<file path="src/rtl/uart_cmd_decoder.sv">
// ---------------------------------------------------------------------------
// uart_cmd_decoder
//   Receive-side command decoder. Collects ASCII bytes from the UART receiver
//   into a line buffer, detects CR / LF / CR-LF line terminators, matches the
//   completed line against the command set and hands a 2-bit response id to
//   the transmit sequencer over a valid/ready handshake.
//
//   Parameters:
//     MAX_LEN   line buffer capacity in characters (5..32)
//
//   Ports:
//     clk        system clock
//     rst        synchronous active-high reset
//     rx_data    received byte
//     rx_valid   one-cycle strobe, rx_data valid this cycle
//     cmd_valid  response id available, held until accepted
//     cmd_ready  sequencer accepts the id when cmd_valid && cmd_ready
//     cmd_id     0=START 1=SHELL 2=ERROR 3=PONG
//     busy       high while a report is pending; rx bytes are dropped
//
//   Build option:
//     UART_CMD_CASE_FOLD_EN  when defined, lowercase a..z are stored as A..Z
// ---------------------------------------------------------------------------
module uart_cmd_decoder #(
  parameter int MAX_LEN = 32
) (
  input  logic       clk,
  input  logic       rst,
  input  logic [7:0] rx_data,
  input  logic       rx_valid,
  output logic       cmd_valid,
  input  logic       cmd_ready,
  output logic [1:0] cmd_id,
  output logic       busy
);

  localparam int         W       = MAX_LEN * 8;
  localparam logic [5:0] LEN_MAX = 6'(MAX_LEN);

  localparam logic [1:0] ST_COLLECT = 2'd0;
  localparam logic [1:0] ST_DISCARD = 2'd1;
  localparam logic [1:0] ST_REPORT  = 2'd2;

  localparam logic [1:0] ID_START = 2'd0;
  localparam logic [1:0] ID_SHELL = 2'd1;
  localparam logic [1:0] ID_ERROR = 2'd2;
  localparam logic [1:0] ID_PONG  = 2'd3;

  localparam logic [7:0] CH_CR  = 8'h0D;
  localparam logic [7:0] CH_LF  = 8'h0A;
  localparam logic [7:0] CH_BS  = 8'h08;
  localparam logic [7:0] CH_DEL = 8'h7F;

  // Newest character sits in the low byte, so a right-aligned string literal
  // compares directly against the low bits of the buffer.
  localparam logic [31:0] STR_PING  = "PING";
  localparam logic [39:0] STR_START = "START";

  logic [1:0]   state_q, state_d;
  logic [5:0]   len_q, len_d;
  logic [W-1:0] line_q, line_d;
  logic         skip_lf_q, skip_lf_d;
  logic [1:0]   cmd_id_q, cmd_id_d;

  logic [7:0] ch;
  logic       is_term, is_bs, is_print;
  logic [1:0] class_id;

  // Character as it will be stored.
  always_comb begin
    ch = rx_data;
`ifdef UART_CMD_CASE_FOLD_EN
    if (rx_data >= 8'h61 && rx_data <= 8'h7A) ch = rx_data - 8'h20;
`endif
  end

  assign is_term  = (rx_data == CH_CR) || (rx_data == CH_LF);
  assign is_bs    = (rx_data == CH_BS) || (rx_data == CH_DEL);
  assign is_print = (rx_data >= 8'h20) && (rx_data <= 8'h7E);

  // Classification of the line collected so far; the terminator itself is
  // never stored, so this is valid in the terminator cycle.
  always_comb begin
    class_id = ID_ERROR;
    if (len_q == 6'd0)                                  class_id = ID_SHELL;
    else if (len_q == 6'd4 && line_q[31:0] == STR_PING) class_id = ID_PONG;
    else if (len_q == 6'd5 && line_q[39:0] == STR_START) class_id = ID_START;
  end

  always_comb begin
    state_d   = state_q;
    len_d     = len_q;
    line_d    = line_q;
    skip_lf_d = skip_lf_q;
    cmd_id_d  = cmd_id_q;
    case (state_q)
      ST_COLLECT, ST_DISCARD: begin
        if (rx_valid) begin
          if (rx_data == CH_LF && skip_lf_q) begin
            // second half of a CR-LF pair
            skip_lf_d = 1'b0;
          end else if (is_term) begin
            cmd_id_d  = (state_q == ST_DISCARD) ? ID_ERROR : class_id;
            skip_lf_d = (rx_data == CH_CR);
            state_d   = ST_REPORT;
          end else begin
            skip_lf_d = 1'b0;
            if (state_q == ST_COLLECT) begin
              if (is_bs) begin
                if (len_q != 6'd0) begin
                  line_d = {8'h00, line_q[W-1:8]};
                  len_d  = len_q - 6'd1;
                end
              end else if (is_print) begin
                if (len_q < LEN_MAX) begin
                  line_d = {line_q[W-9:0], ch};
                  len_d  = len_q + 6'd1;
                end else begin
                  state_d = ST_DISCARD;
                end
              end
            end
          end
        end
      end
      ST_REPORT: begin
        // rx bytes are dropped here; skip_lf survives so a trailing LF that
        // arrives after the handshake is still swallowed.
        if (cmd_ready) begin
          state_d = ST_COLLECT;
          len_d   = 6'd0;
          line_d  = '0;
        end
      end
      default: state_d = ST_COLLECT;
    endcase
  end

  always_ff @(posedge clk) begin
    if (rst) begin
      state_q   <= ST_COLLECT;
      len_q     <= 6'd0;
      line_q    <= '0;
      skip_lf_q <= 1'b0;
      cmd_id_q  <= ID_SHELL;
    end else begin
      state_q   <= state_d;
      len_q     <= len_d;
      line_q    <= line_d;
      skip_lf_q <= skip_lf_d;
      cmd_id_q  <= cmd_id_d;
    end
  end

  assign cmd_valid = (state_q == ST_REPORT);
  assign busy      = (state_q == ST_REPORT);
  assign cmd_id    = cmd_id_q;

endmodule
</file>
<file path="config.mk">
export PLATFORM = sky130hd
export DESIGN_NAME = uart_cmd_decoder
export DESIGN_NICKNAME = d
export VERILOG_FILES = /design/src/rtl/uart_cmd_decoder.sv
export SDC_FILE = /design/constraint.sdc
export NUM_CORES = 1
export LEC_CHECK = 0
export CAP_MARGIN = 20
export CORE_MARGIN = 5
export CORE_UTILIZATION = 60
export CTS_CLUSTER_SIZE = 20
export DETAILED_ROUTE_END_ITERATION = 8
export PLACE_DENSITY = 0.76
export SYNTH_ARGS = -nofsm -noshare
export SYNTH_HDL_FRONTEND = slang
export SYNTH_SLANG_ARGS = --single-unit
</file>
<file path="constraint.sdc">
create_clock -name clk -period 6.8 [get_ports clk]
set_clock_uncertainty 0.15 [all_clocks]
set_input_delay 1.02 -clock clk [delete_from_list [all_inputs] [get_ports clk]]
set_output_delay 1.02 -clock clk [all_outputs]
set_load 0.02 [all_outputs]
</file>
== Yosys cells after proc, flatten, opt, wreduce, memory -nomap -nowiden ==
Index checks and enable logic that the tools add are counted.
Widths: inputs -> output; s select.
Storage, ports and cells
  bits in registers: 267
  output and inout port bits: 4
  word-level logic and storage cells: 83
Cells by class
  add/sub/neg operators: 2
  order comparisons: 3
  eq/ne operators: 22
  mux-type cells: 35
  bitwise gates (word level): 1
  reduce and logical (&&, ||, !) cells: 15
Operator list (number)
  $mux 256: 9
  $pmux 256 s2: 1
  $mux 6: 9
  $eq 40x39->1 const B: 1
  $eq 32x31->1 const B: 1
  $eq 8x4->1 const B: 3
  $mux 2: 12
  $ne 3x3->1 const B: 7
  $eq 6x3->1 const B: 2
  $pmux 6 s2: 1
  $ne 2x2->1 const B: 5
  $reduce_and 9->1: 1
  $eq 8x7->1 const B: 1
  $ge 8x6->1 const B: 1
  $le 8x7->1 const B: 1
  $reduce_and 7->1: 1
  $add 6x1->6 const B: 1
  $logic_not 6->1: 1
  $lt 6x6->1 const B: 1
  $reduce_bool 6->1: 1
  $sub 6x1->6 const B: 1
  $logic_and 1x1->1: 4
  $pmux 2 s2: 1
  $reduce_and 4->1: 1
  other kinds (9): 11

== Depth between registers and ports, before layout ==
  word-level depth: 9
  gate-level depth with buffers: 13
  mapped depth without buffers: 11

== Worst setup path before layout ==
No wires, ideal clock.
  path type: input to register
  start point: input rx_data[2]
  end point: register len_q[2]
  data arrival time: 3.167 ns
  data required time: 6.576 ns
  setup slack: 3.409 ns
  stages: 11
  path buffers: 2
  cell sequence: nor4_1 -> and3_1 -> nor2_1 -> buf_2 -> clkbuf_1 -> xnor2_1 -> ha_1 -> and4_1 -> a31oi_1 -> or4_1 -> a31oi_1
On the way
  cells in the longest elaborated chain, start to end: 8
  elaborated cells between the ends (all ways): 22
  those cells by class: order compare (2); eq/ne (9); mux (6); reduce/logical (5)
RTL lines
  from (decl): line 29  | input logic [7:0] rx_data,
  $eq 8x4->1 / $eq 8x7->1 (equally long branches): line 78  | assign is_bs = (rx_data == CH_BS) || (rx_data == CH_DEL);
  $logic_or 1x1->1: line 78
  $mux 6: line 109  | if (is_bs) begin
  $mux 6: line 108  | if (state_q == ST_COLLECT) begin
  $mux 6: line 102  | end else if (is_term) begin
  $mux 6: line 99  | if (rx_data == CH_LF && skip_lf_q) begin
  $mux 6: line 98  | if (rx_valid) begin
  $pmux 6 s2: line 96  | case (state_q)
  to (signal assigned): line 148  | len_q <= len_d;
  to (decl): line 60  | logic [5:0] len_q, len_d;
Several ways; a longest one is shown, not always the timed one. The select of a mux whose other input is x is not followed.
A chain may end at the register's enable or synchronous reset.

== Worst setup path after layout ==
  start point: input rx_data[7]
  end point: register len_q[2]
The elaborated chain is that of the path after synthesis.

==> impl_summary.txt <==
----------------------------------------------------
[Pwr]
  Worst voltage drop across the vdd grid ... 0.1928 mV
  Power density over cell area ... 238.5 nW/um^2
  Cell leakage power ... 4.881 nW

[Die]
  Die extent in y ... approximately 160 um
  Number of top-level pins ... 16
  Initial standard-cell utilization of the core ... 61.23%
  Cell row count ... 55
  X dimension of the die ... 162.2 um
  Area enclosed by the die boundary ... 26,320 sq um
  Core outline area ... approximately 23,000 sq um

[Placed design]
  Placed cell areas ... 13,800 sq um
  Detailed-placement wirelength estimate ... ~16 mm
  Count of buffers inserted at the top-level ports ... 15
  GP Congestion ... 0.8034

[Final layout]
  Area added between synthesis and finish ... 7.172%
  Design Area, Final ... 14,900 sq um
  Share of final-layout standard cells stronger than drive strength 1 ... 20.74%
  # diodes ... 0
  Layout Nets ... 1,479

[Yosys]
  Number of enable-type register cells in the synthesized netlist ... 0
  Portion of the post-synthesis area used by sequential elements ... 38.44%
  Count of unique library cells instantiated by Yosys ... 49
  Number of warnings issued by yosys ... 0
  Most instantiated cells after synthesis ... 267 x sky130_fd_sc_hd__dfxtp_1, 266 x sky130_fd_sc_hd__a21oi_1, 264 x sky130_fd_sc_hd__o21ai_0
  Most used DFF post-synth ... sky130_fd_sc_hd__dfxtp_1
  Average size of a mapped cell ... 8.658 sq um
  Register bit total from synthesis ... 267
  Post-synthesis net count ... 1,621
  Synth area leader ... sky130_fd_sc_hd__dfxtp_1
  Top cells by area in the synthesized netlist ... sky130_fd_sc_hd__dfxtp_1 38%, sky130_fd_sc_hd__mux2_2 19%, sky130_fd_sc_hd__nand4_1 11%
  Most common cell in the netlist ... sky130_fd_sc_hd__dfxtp_1
  Post-synthesis cell area ... 13,900 sq um
  Asr flop ratio synth ... 0%
  Synthesized instance count ... 1,606
  Area share of the largest cell type after synthesis ... about two fifths

[STA]
  Final period demand of the worst path ... 4.541 ns
  Setup violations, final ... 0
  Unrepaired setup endpoints after global routing ... no
  Number of max-slew violations in the final report ... 0
  Hold violation total from the final report ... 0
  Final period utilization ... 66.78%
  Maximum frequency from static timing analysis ... between 200 and 250 MHz
  TNS Setup ... 0 ns
  Relative slew margins ... between 15 and 20%
  Slew at the pin closest to its max-slew limit ... 1.231 ns

[Min path]
  Startpoint of the tightest hold check path ... line_q[249]
  Worst Hold Class ... reg2reg
  Worst hold endpoint ... line_q[249]
  Worst hold stages ... 2

[Global route]
  Via count of the first global-routing pass ... around 11,000
  Total overflow reported by the global router ... 0
  Maximum number of pins on one net before global-route repair ... about 250
  First-pass GRT wire length ... roughly 56 mm
  Total routing usage reported by global routing ... between 20% and 30%
  Number of antenna violations at the first check in global routing ... 0

[Critical path]
  Reg-to-reg setup timing slack ... 2.72 ns
  Worst reg-to-reg path cell count ... 6
  Worst R2R End ... line_q[116]
  Data arrival time of the worst path ... approximately 4.9 ns
  Critical path data required time ... roughly 7 ns
  Highest net fanout along the worst path ... 120
  CP endpoint kind ... register
  Worst setup SP type ... primary input
  Critical R2R Launch ... state_q[1]
  Kind of critical path ... in2reg

[Clocking]
  Clock tree root driver cell ... sky130_fd_sc_hd__clkbuf_16
  Clock-pin transition on the worst setup and hold timing paths ... 0.06 ns
  Max H-tree Level ... 1
  Post-cts gate resize count ... 0
  Setup bufs post-CTS ... 0
  TritonCTS clock tree ... yes
  Number of buffers on the longest clock path ... 3
  Clock sink count ... ~270
  Insertion delay to the later sink of the worst-skew pair ... 0.54 ns
  Number of clock buffers inserted by TritonCTS ... 29
  Hold-fix buffers, CTS ... 0

[Routing]
  Total via count after detailed routing ... 12,100
  Uppermost metal layer occupied by signal nets ... met4
  Average wire length per cell after detail routing ... 18.59 um
  First drt pass iteration count ... 6
  Number of remaining DRC errors ... 0
  Average vias per placed instance ... slightly below 7
  Post-Route M1 WL ... 15.32 mm
  Post-route antenna net violation count ... 0
  Met3 routed WL ... approximately 1.3 mm
  Number of violations reported at the end of detailed-routing iteration 0 ... 1,566
  Total routed wirelength ... 32.90 mm
  Met2 wire len ... 15.73 mm

[Status]
  Outcome ... complete, no violations

[Run]
  Max-cap violations ... 0

----------------------------------------------------
## worst max-delay path by stage
stage               slack [ns]  depth (start not counted)  endpoint        from
global placement          1.79                         10  len_q[2]  rx_data[7]
floorplan                 3.41                         11  len_q[2]  rx_data[2]
global route              2.12                         10  len_q[2]  rx_data[2]
finish                    2.26                         10  len_q[2]  rx_data[7]
detailed placement        1.79                         10  len_q[2]  rx_data[7]
CTS                       2.35                         10  len_q[2]  rx_data[7]
## layout make-up
cell class | instances | area, sq um
fill | 1809 | 7807
multi-input combinational | 1131 | 7749
sequential | 267 | 5345
clock buffer | 42 | 864.6
tap | 285 | 356.6
timing repair buffer | 30 | 349.1
clock inverter | 10 | 206.4
inverter | 5 | 31.28
## power breakdown
| group | total (mW) | internal (mW) | switching (mW) |
|---|---|---|---|
| Clock | 1.73 | 1.10 | 0.631 |
| Sequential | 1.57 | 1.57 | 0.00590 |
| Combinational | 0.246 | 0.0427 | 0.203 |
| Total | 3.55 | 2.71 | 0.840 |
## cells by family (layout without fill, tap and decap cells)
group	after synthesis	after routing	synth area share [%]
DFF	267	267	38.44
xor gates and xnor gates	3	3	0.1890
buffers and inverters	208	87	6.227
and+or+nand+nor	328	328	14.71
muxes	247	247	19.89
adders and majority gates	3	3	0.2700
AOI/OAI and AO/OA	550	550	20.27
## cells in the final DEF (no fill, tap or decap), types with 2 or more instances in the layout
master / Yosys / final
sky130_fd_sc_hd__dfxtp_1: 267 / 267
sky130_fd_sc_hd__a21oi_1: 266 / 266
sky130_fd_sc_hd__o21ai_0: 264 / 263
sky130_fd_sc_hd__nand4_1: 247 / 247
sky130_fd_sc_hd__mux2_2: 234 / 234
sky130_fd_sc_hd__clkbuf_16: 0 / 29
sky130_fd_sc_hd__or4_1: 16 / 16
sky130_fd_sc_hd__nor2_1: 15 / 14
sky130_fd_sc_hd__clkdlybuf4s50_1: 0 / 14
sky130_fd_sc_hd__mux2i_1: 13 / 13
sky130_fd_sc_hd__clkbuf_8: 0 / 10
sky130_fd_sc_hd__nor3_1: 9 / 9
sky130_fd_sc_hd__buf_4: 2 / 9
sky130_fd_sc_hd__nand2_1: 8 / 8
sky130_fd_sc_hd__nor4b_1: 6 / 6
sky130_fd_sc_hd__bufinv_16: 0 / 6
sky130_fd_sc_hd__nand3_1: 5 / 5
sky130_fd_sc_hd__buf_12: 0 / 5
sky130_fd_sc_hd__clkbuf_1: 151 / 4
sky130_fd_sc_hd__xnor2_1: 3 / 3
sky130_fd_sc_hd__inv_1: 4 / 3
sky130_fd_sc_hd__a31oi_1: 3 / 3
sky130_fd_sc_hd__nand4b_1: 3 / 3
sky130_fd_sc_hd__nor4bb_1: 3 / 3
sky130_fd_sc_hd__ha_1: 3 / 3
sky130_fd_sc_hd__inv_6: 0 / 2
sky130_fd_sc_hd__nor2b_1: 2 / 2
sky130_fd_sc_hd__nor4_1: 2 / 2
sky130_fd_sc_hd__nand2b_1: 2 / 2
sky130_fd_sc_hd__nand3b_1: 2 / 2
sky130_fd_sc_hd__or3_1: 2 / 2
sky130_fd_sc_hd__a221oi_1: 3 / 2
sky130_fd_sc_hd__clkinv_2: 0 / 2
## stage by stage
step	worst slack, ns	total power, mW	cells	util (%)	hold slack [ns]
floorplan	3.409	1.788	1606	-	0.2960
global placement	1.791	1.850	1717	60.78	0.3047
detailed placement	1.790	1.847	1717	60.78	0.3146
CTS	2.354	3.575	1769	65.50	0.3235
global route	2.123	3.670	1770	65.62	0.3502
finish	2.259	3.555	1770	65.62	0.3211
## per-layer routing
layer | track usage (%) | vias up
met2 | 38.14 | 287
met3 | 2.487 | 38
met1 | 35.07 | 5947
met5 | 0 | -
met4 | 5.844 | 0
li1 | - | 5828
## state kept, by name, summed over array words and instances (netlist names)
name	count
state_q	2
cmd_id	2
len_q	6
skip_lf_q	1
line_q	256
## worst max-delay path, stage by stage
cell and delay (ns):
sky130_fd_sc_hd__clkdlybuf4s50_1 0.49, sky130_fd_sc_hd__nand2b_1 0.22, sky130_fd_sc_hd__nor3_1 0.49, sky130_fd_sc_hd__nor2_4 0.03
sky130_fd_sc_hd__buf_4 0.29, sky130_fd_sc_hd__inv_8 0.62, sky130_fd_sc_hd__buf_4 0.74, sky130_fd_sc_hd__a31oi_1 0.19
sky130_fd_sc_hd__or4_1 0.45, sky130_fd_sc_hd__a31oi_1 0.16
Note: power is estimated with default switching activity, not from simulation.
